===== config.mk =====
export PLATFORM = sky130hd
export DESIGN_NAME = tick_timer
export DESIGN_NICKNAME = d
export VERILOG_FILES = /design/src/rtl/tick_timer_pkg.sv /design/src/rtl/tick_timer_edge_sync.sv /design/src/rtl/tick_timer.sv
export SDC_FILE = /design/constraint.sdc
export NUM_CORES = 1
export LEC_CHECK = 0
export ABC_AREA = 1
export CAP_MARGIN = 20
export CORE_MARGIN = 8
export CORE_UTILIZATION = 35
export CTS_CLUSTER_DIAMETER = 50
export CTS_CLUSTER_SIZE = 14
export DETAILED_ROUTE_END_ITERATION = 8
export DONT_BUFFER_PORTS = 1
export SETUP_SLACK_MARGIN = 0.4
export SYNTH_ARGS = -nofsm -noshare
export SYNTH_HDL_FRONTEND = slang
export SYNTH_SLANG_ARGS = --single-unit

===== constraint.sdc =====
create_clock -name clk -period 1.07 [get_ports clk]
set_input_delay 0.107 -clock clk [delete_from_list [all_inputs] [get_ports clk]]
set_output_delay 0.107 -clock clk [all_outputs]
set_load 0.02 [all_outputs]

===== src/rtl/tick_timer_pkg.sv =====
// tick_timer_pkg: shared state encoding and default widths for the tick timer
package tick_timer_pkg;

    localparam int CNT_W_DEF = 8;

    typedef logic [0:0] state_t;

    localparam state_t IDLE = 1'b0;
    localparam state_t RUN  = 1'b1;

endpackage


===== src/rtl/tick_timer_edge_sync.sv =====
// edge_sync: synchronizes an asynchronous level and emits a registered one-cycle pulse per rising edge
module edge_sync #(
    parameter int SYNC_STAGES = 2
) (
    input  logic clk,
    input  logic rst_n,
    input  logic d_async,
    output logic rise_pulse
);

    logic [SYNC_STAGES-1:0] sync_q;
    logic                   hist_q;
    logic                   rise_q;
    logic                   rise_d;

    assign rise_d     = sync_q[SYNC_STAGES-1] & ~hist_q;
    assign rise_pulse = rise_q;

    // shift the async level through the synchronizer, remember the last synced value, register the edge
    always_ff @(posedge clk or negedge rst_n) begin
        if (!rst_n) begin
            sync_q <= '0;
            hist_q <= 1'b0;
            rise_q <= 1'b0;
        end else begin
            sync_q <= {sync_q[SYNC_STAGES-2:0], d_async};
            hist_q <= sync_q[SYNC_STAGES-1];
            rise_q <= rise_d;
        end
    end

endmodule


===== src/rtl/tick_timer.sv =====
// tick_timer: counts down a loaded number of synchronized ticks and pulses done on expiry
module tick_timer
    import tick_timer_pkg::*;
#(
    parameter int CNT_W       = CNT_W_DEF,
    parameter int SYNC_STAGES = 2
) (
    input  logic             clk,
    input  logic             rst_n,
    input  logic             tick_in,
    input  logic             load,
    input  logic [CNT_W-1:0] load_val,
    input  logic             enable,
    output logic             tick,
    output logic [CNT_W-1:0] remaining,
    output logic             busy,
    output logic             done
);

    state_t           state_q, state_d;
    logic [CNT_W-1:0] rem_q, rem_d;
    logic             done_q, done_d;

    edge_sync #(.SYNC_STAGES(SYNC_STAGES)) u_sync (
        .clk        (clk),
        .rst_n      (rst_n),
        .d_async    (tick_in),
        .rise_pulse (tick)
    );

    assign remaining = rem_q;
    assign busy      = (state_q == RUN);
    assign done      = done_q;

    // load wins over a same-cycle tick; done is masked while already high so it never lasts two cycles
    always_comb begin
        state_d = state_q;
        rem_d   = rem_q;
        done_d  = 1'b0;
        if (load) begin
            rem_d   = load_val;
            state_d = (load_val != '0) ? RUN : IDLE;
            done_d  = (load_val == '0) & ~done_q;
        end else if (state_q == RUN && tick && enable) begin
            rem_d = rem_q - CNT_W'(1);
            if (rem_q == CNT_W'(1)) begin
                state_d = IDLE;
                done_d  = ~done_q;
            end
        end
    end

    // state, count and done pulse registers
    always_ff @(posedge clk or negedge rst_n) begin
        if (!rst_n) begin
            state_q <= IDLE;
            rem_q   <= '0;
            done_q  <= 1'b0;
        end else begin
            state_q <= state_d;
            rem_q   <= rem_d;
            done_q  <= done_d;
        end
    end

endmodule


==> results.md <==
• **endpoint required time on the critical path** 1.24 ns
• **final hold violations** 18
• **vias** 830
• **net count after synthesis** 125
• **met2 usage in global routing** 21.3%
• **first-pass GRT wire length** 3880 µm
• **number of max-slew violations in the final report** 0
• **die span in y** 64.1 µm
• **Worst R2R End** busy
• **leading cell type in the layout, fill and taps excluded** sky130_fd_sc_hd__nand2_1
• **site row count** 17
• **setup repair after global routing missed its margin** true
• **CTS tree** yes
• **Power, Total** 1620 µW
• **layer with the highest usage** met2
• **xor and xnor fraction of the mapped netlist area** 1.08%
• **crit path max-delay cell type** sky130_fd_sc_hd__dfrtp_2
• **worst reg2reg path startpoint** remaining[1]
• **worst max-slew margin expressed relative to the limit** 55.1%
• **largest area contributor in the netlist** sky130_fd_sc_hd__dfrtp_1
• **GRT met1 Usage** 12.2%
• **master cell of the clock root buffer** sky130_fd_sc_hd__clkbuf_4
• **clock buffer count from CTS** 3
• **Buffers & Inverters on Critical Path** 1
• **worst hold margin** -0.0929 ns
• **quantity of hold-fixing buffers added after cts** 5
• **number of instances in the synthesized netlist** 110
• **grt met3 use** 4.18%
• **antenna cell count** 0
• **clock skew after layout** 0.00726 ns
• **pin count of the biggest net entering global routing** 15
• **die boundary width** 64.1 µm
• **compound-gate portion of the synthesized area** 6.80%
• **remaining number of nets flagged by the antenna check after routing** 0
• **clock latency reported for the late side of the worst-skew pair** 0.29 ns
• **final-layout setup total negative slack** -0.352 ns
• **worst-case setup slack after placement** -0.0670 ns
• **Worst EP arrival** 1.33 ns
• **die area** 4110 µm²
• **final cycle utilization of the critical path** 108%
• **worst slew pin tran** 0.673 ns
• **aggregate routed wire length** 2460 µm
• **number of global-route vias before repair** 827
• **clock-pin slew on the worst setup and hold paths** 0.10 ns
• **Yosys reg bits** 14
• **cell type group with the largest total delay on the critical path** flip-flops
• **HPWL after DPL** 1650 µm
• **CP max FO** 4
• **initial antenna violation count** 0
• **fin nets** 156
• **maximum single-stage delay on the critical path** 0.43 ns
• **post-synth top area share** 43.3%
• **cells taking the most area after synthesis** sky130_fd_sc_hd__dfrtp_1 (43%), sky130_fd_sc_hd__nand2_1 (14%), sky130_fd_sc_hd__nand3_1 (9.3%)
• **crit start category** flop
• **Leak Pwr** 0.000584 µW
• **Starting DRT DRC Count** 17
• **Post-Synthesis Cell Area** 810 µm²
• **maximum level of the CTS H-tree** 1
• **proportion of layout cells with a drive suffix above 1** 41.4%
• **deepest clock path buffer count** 2
• **CTS sink cnt** 14
• **worst ir drop on vdd** 930 µV
• **Std-Cell Core Area** 2190 µm²
• **simple-gate share of the synthesized area** 36.0%
• **violations in the final reports** negative hold slack, negative setup slack
• **router iterations before antenna repair** 4
• **unique cell type count in the Yosys netlist** 17
• **most frequent cells in the layout** sky130_fd_sc_hd__nand2_1 (25), sky130_fd_sc_hd__buf_6 (16), sky130_fd_sc_hd__inv_1 (15)
• **pwr dens** 1290 nW/µm²
• **max-cap violation count** 0
• **Critical Path, Cell by Cell** inv_4 -> ha_4 -> nand3_2 -> nor2_2 -> nand2_1 -> nand3_2 -> nand2_1
• **Worst Slack Setup Final** -0.0896 ns
• **share of synthesized area spent on multiplexers** 0%
• **# setup viols final** 10
• **combinational family with the most area after synthesis** simple AND/OR/NAND/NOR gates
• **achievable frequency** 0.862 GHz
• **Initial Utilization** 37.0%
• **Worst Reg2Reg Path Length in Cells** 7
• **sum of overflow across all layers after global routing** 0
• **worst reg2reg setup slack** -0.09 ns
• **cell depth of the worst setup path** 7
• **final estimated routing congestion in global placement** 0.933
• **crit path capture** busy
• **critical path class** flop to flop
• **detailed-route wire length per cell** 14.6 µm
• **Adder-Cell Fraction of Synth Area** 3.09%
• **Hold/Removal Path Class** input pin to asynchronous set/reset pin
• **DRC viols** 0
• **sequential fraction of the synthesis area** 43.3%
• **Avg Vias per Cell** 4.94
• **total global routing track utilization** 11.7%
• **input/output buffers** 0
• **outcome** complete, but fails checks
• **beginning of the critical path** remaining[1]
• **Yosys warnings** 0
• **type of element capturing the critical path** flop
• **relative area change from synthesis to final layout** 54.4%
• **top-level I/O count** 24
• **time the worst path needs with I/O delays and setup** 1.16 ns
• **Avg Cell Area, Syn** 7.36 µm²
==> cell usage after synthesis, drive strengths merged <==
| cell | n |
|---|---|
| nor2 | 15 |
| o211ai | 1 |
| nand3 | 16 |
| xor2 | 1 |
| buf | 1 |
| o21ai | 7 |
| ha | 2 |
| o22ai | 2 |
| nand4 | 1 |
| inv | 19 |
| nand2 | 31 |
| dfrtp | 14 |
==> how the worst min path moves through the flow <==
stage / from / to / slack (ns)
4_1_cts: load / remaining[4] / -0.02
5_1_grt: rst_n / remaining[7] / -0.04
3_5_place_dp: rst_n / remaining[5] / -0.19
6_report: rst_n / remaining[7] / -0.09
3_3_place_gp: rst_n / remaining[4] / -0.19
2_1_floorplan: rst_n / busy / -0.19
==> report_power, final <==
group	leakage, µW	switching, µW	internal [µW]	total [µW]
sequential	0.000160	67.3	580	648
combinational	0.000403	287	276	564
clock	0.0000210	197	207	404
total	0.000584	552	1060	1620
==> cell families (layout without fill, tap and decap cells) <==
family                     count (synthesis)  after routing
buffers and inverters                     20             50
DFF                                       14             14
adders and majority gates                  2              2
AOI/OAI and AO/OA                         10             10
and+or+nand+nor                           63             63
xor gates and xnor gates                   1              1
==> per-stage QoR <==
stage | utilization, % | instances | cell area, µm²
2_1_floorplan | - | 110 | 857
6_report | 57.1 | 168 | 1250
3_5_place_dp | 45.5 | 152 | 997
4_1_cts | 54.7 | 166 | 1200
3_3_place_gp | 45.5 | 152 | 997
5_1_grt | 57.1 | 168 | 1250
==> worst reg2reg max path, delay by kind of cell (launching register included) <==
family / cells / cell delay (ns)
buf+inv: 1 / 0.10
fa+ha+maj: 1 / 0.14
simple gates: 5 / 0.38
flops: 1 / 0.43
==> state kept, by name, summed over array words and instances (netlist names) <==
signal	cells
remaining	8
u_sync.hist_q	1
u_sync.rise_pulse	1
done	1
u_sync.sync_q	2
busy	1
==> cell type report <==
cell class,count,area (µm²)
Inverter,19,76.3
Clock buffer,4,36.3
Fill cell,206,941
Multi-Input combinational cell,76,464
Tap cell,28,35.0
Timing Repair Buffer,27,278
Sequential cell,14,360
==> metal layers <==
layer  part of all wire, %  vias up
met3                   4.9        6
met4                   1.7        0
met2                    52       17
met5                     0        -
li1                      -      405
met1                    41      402
==> what timing repair did <==
item,4_1_cts,5_1_grt
resized for setup,22,12
buffers inserted,5,2
pin swaps,11,5
hold endpoints to repair,21,15
setup endpoints to repair,21,35
Note: power is estimated with default switching activity, not from simulation.
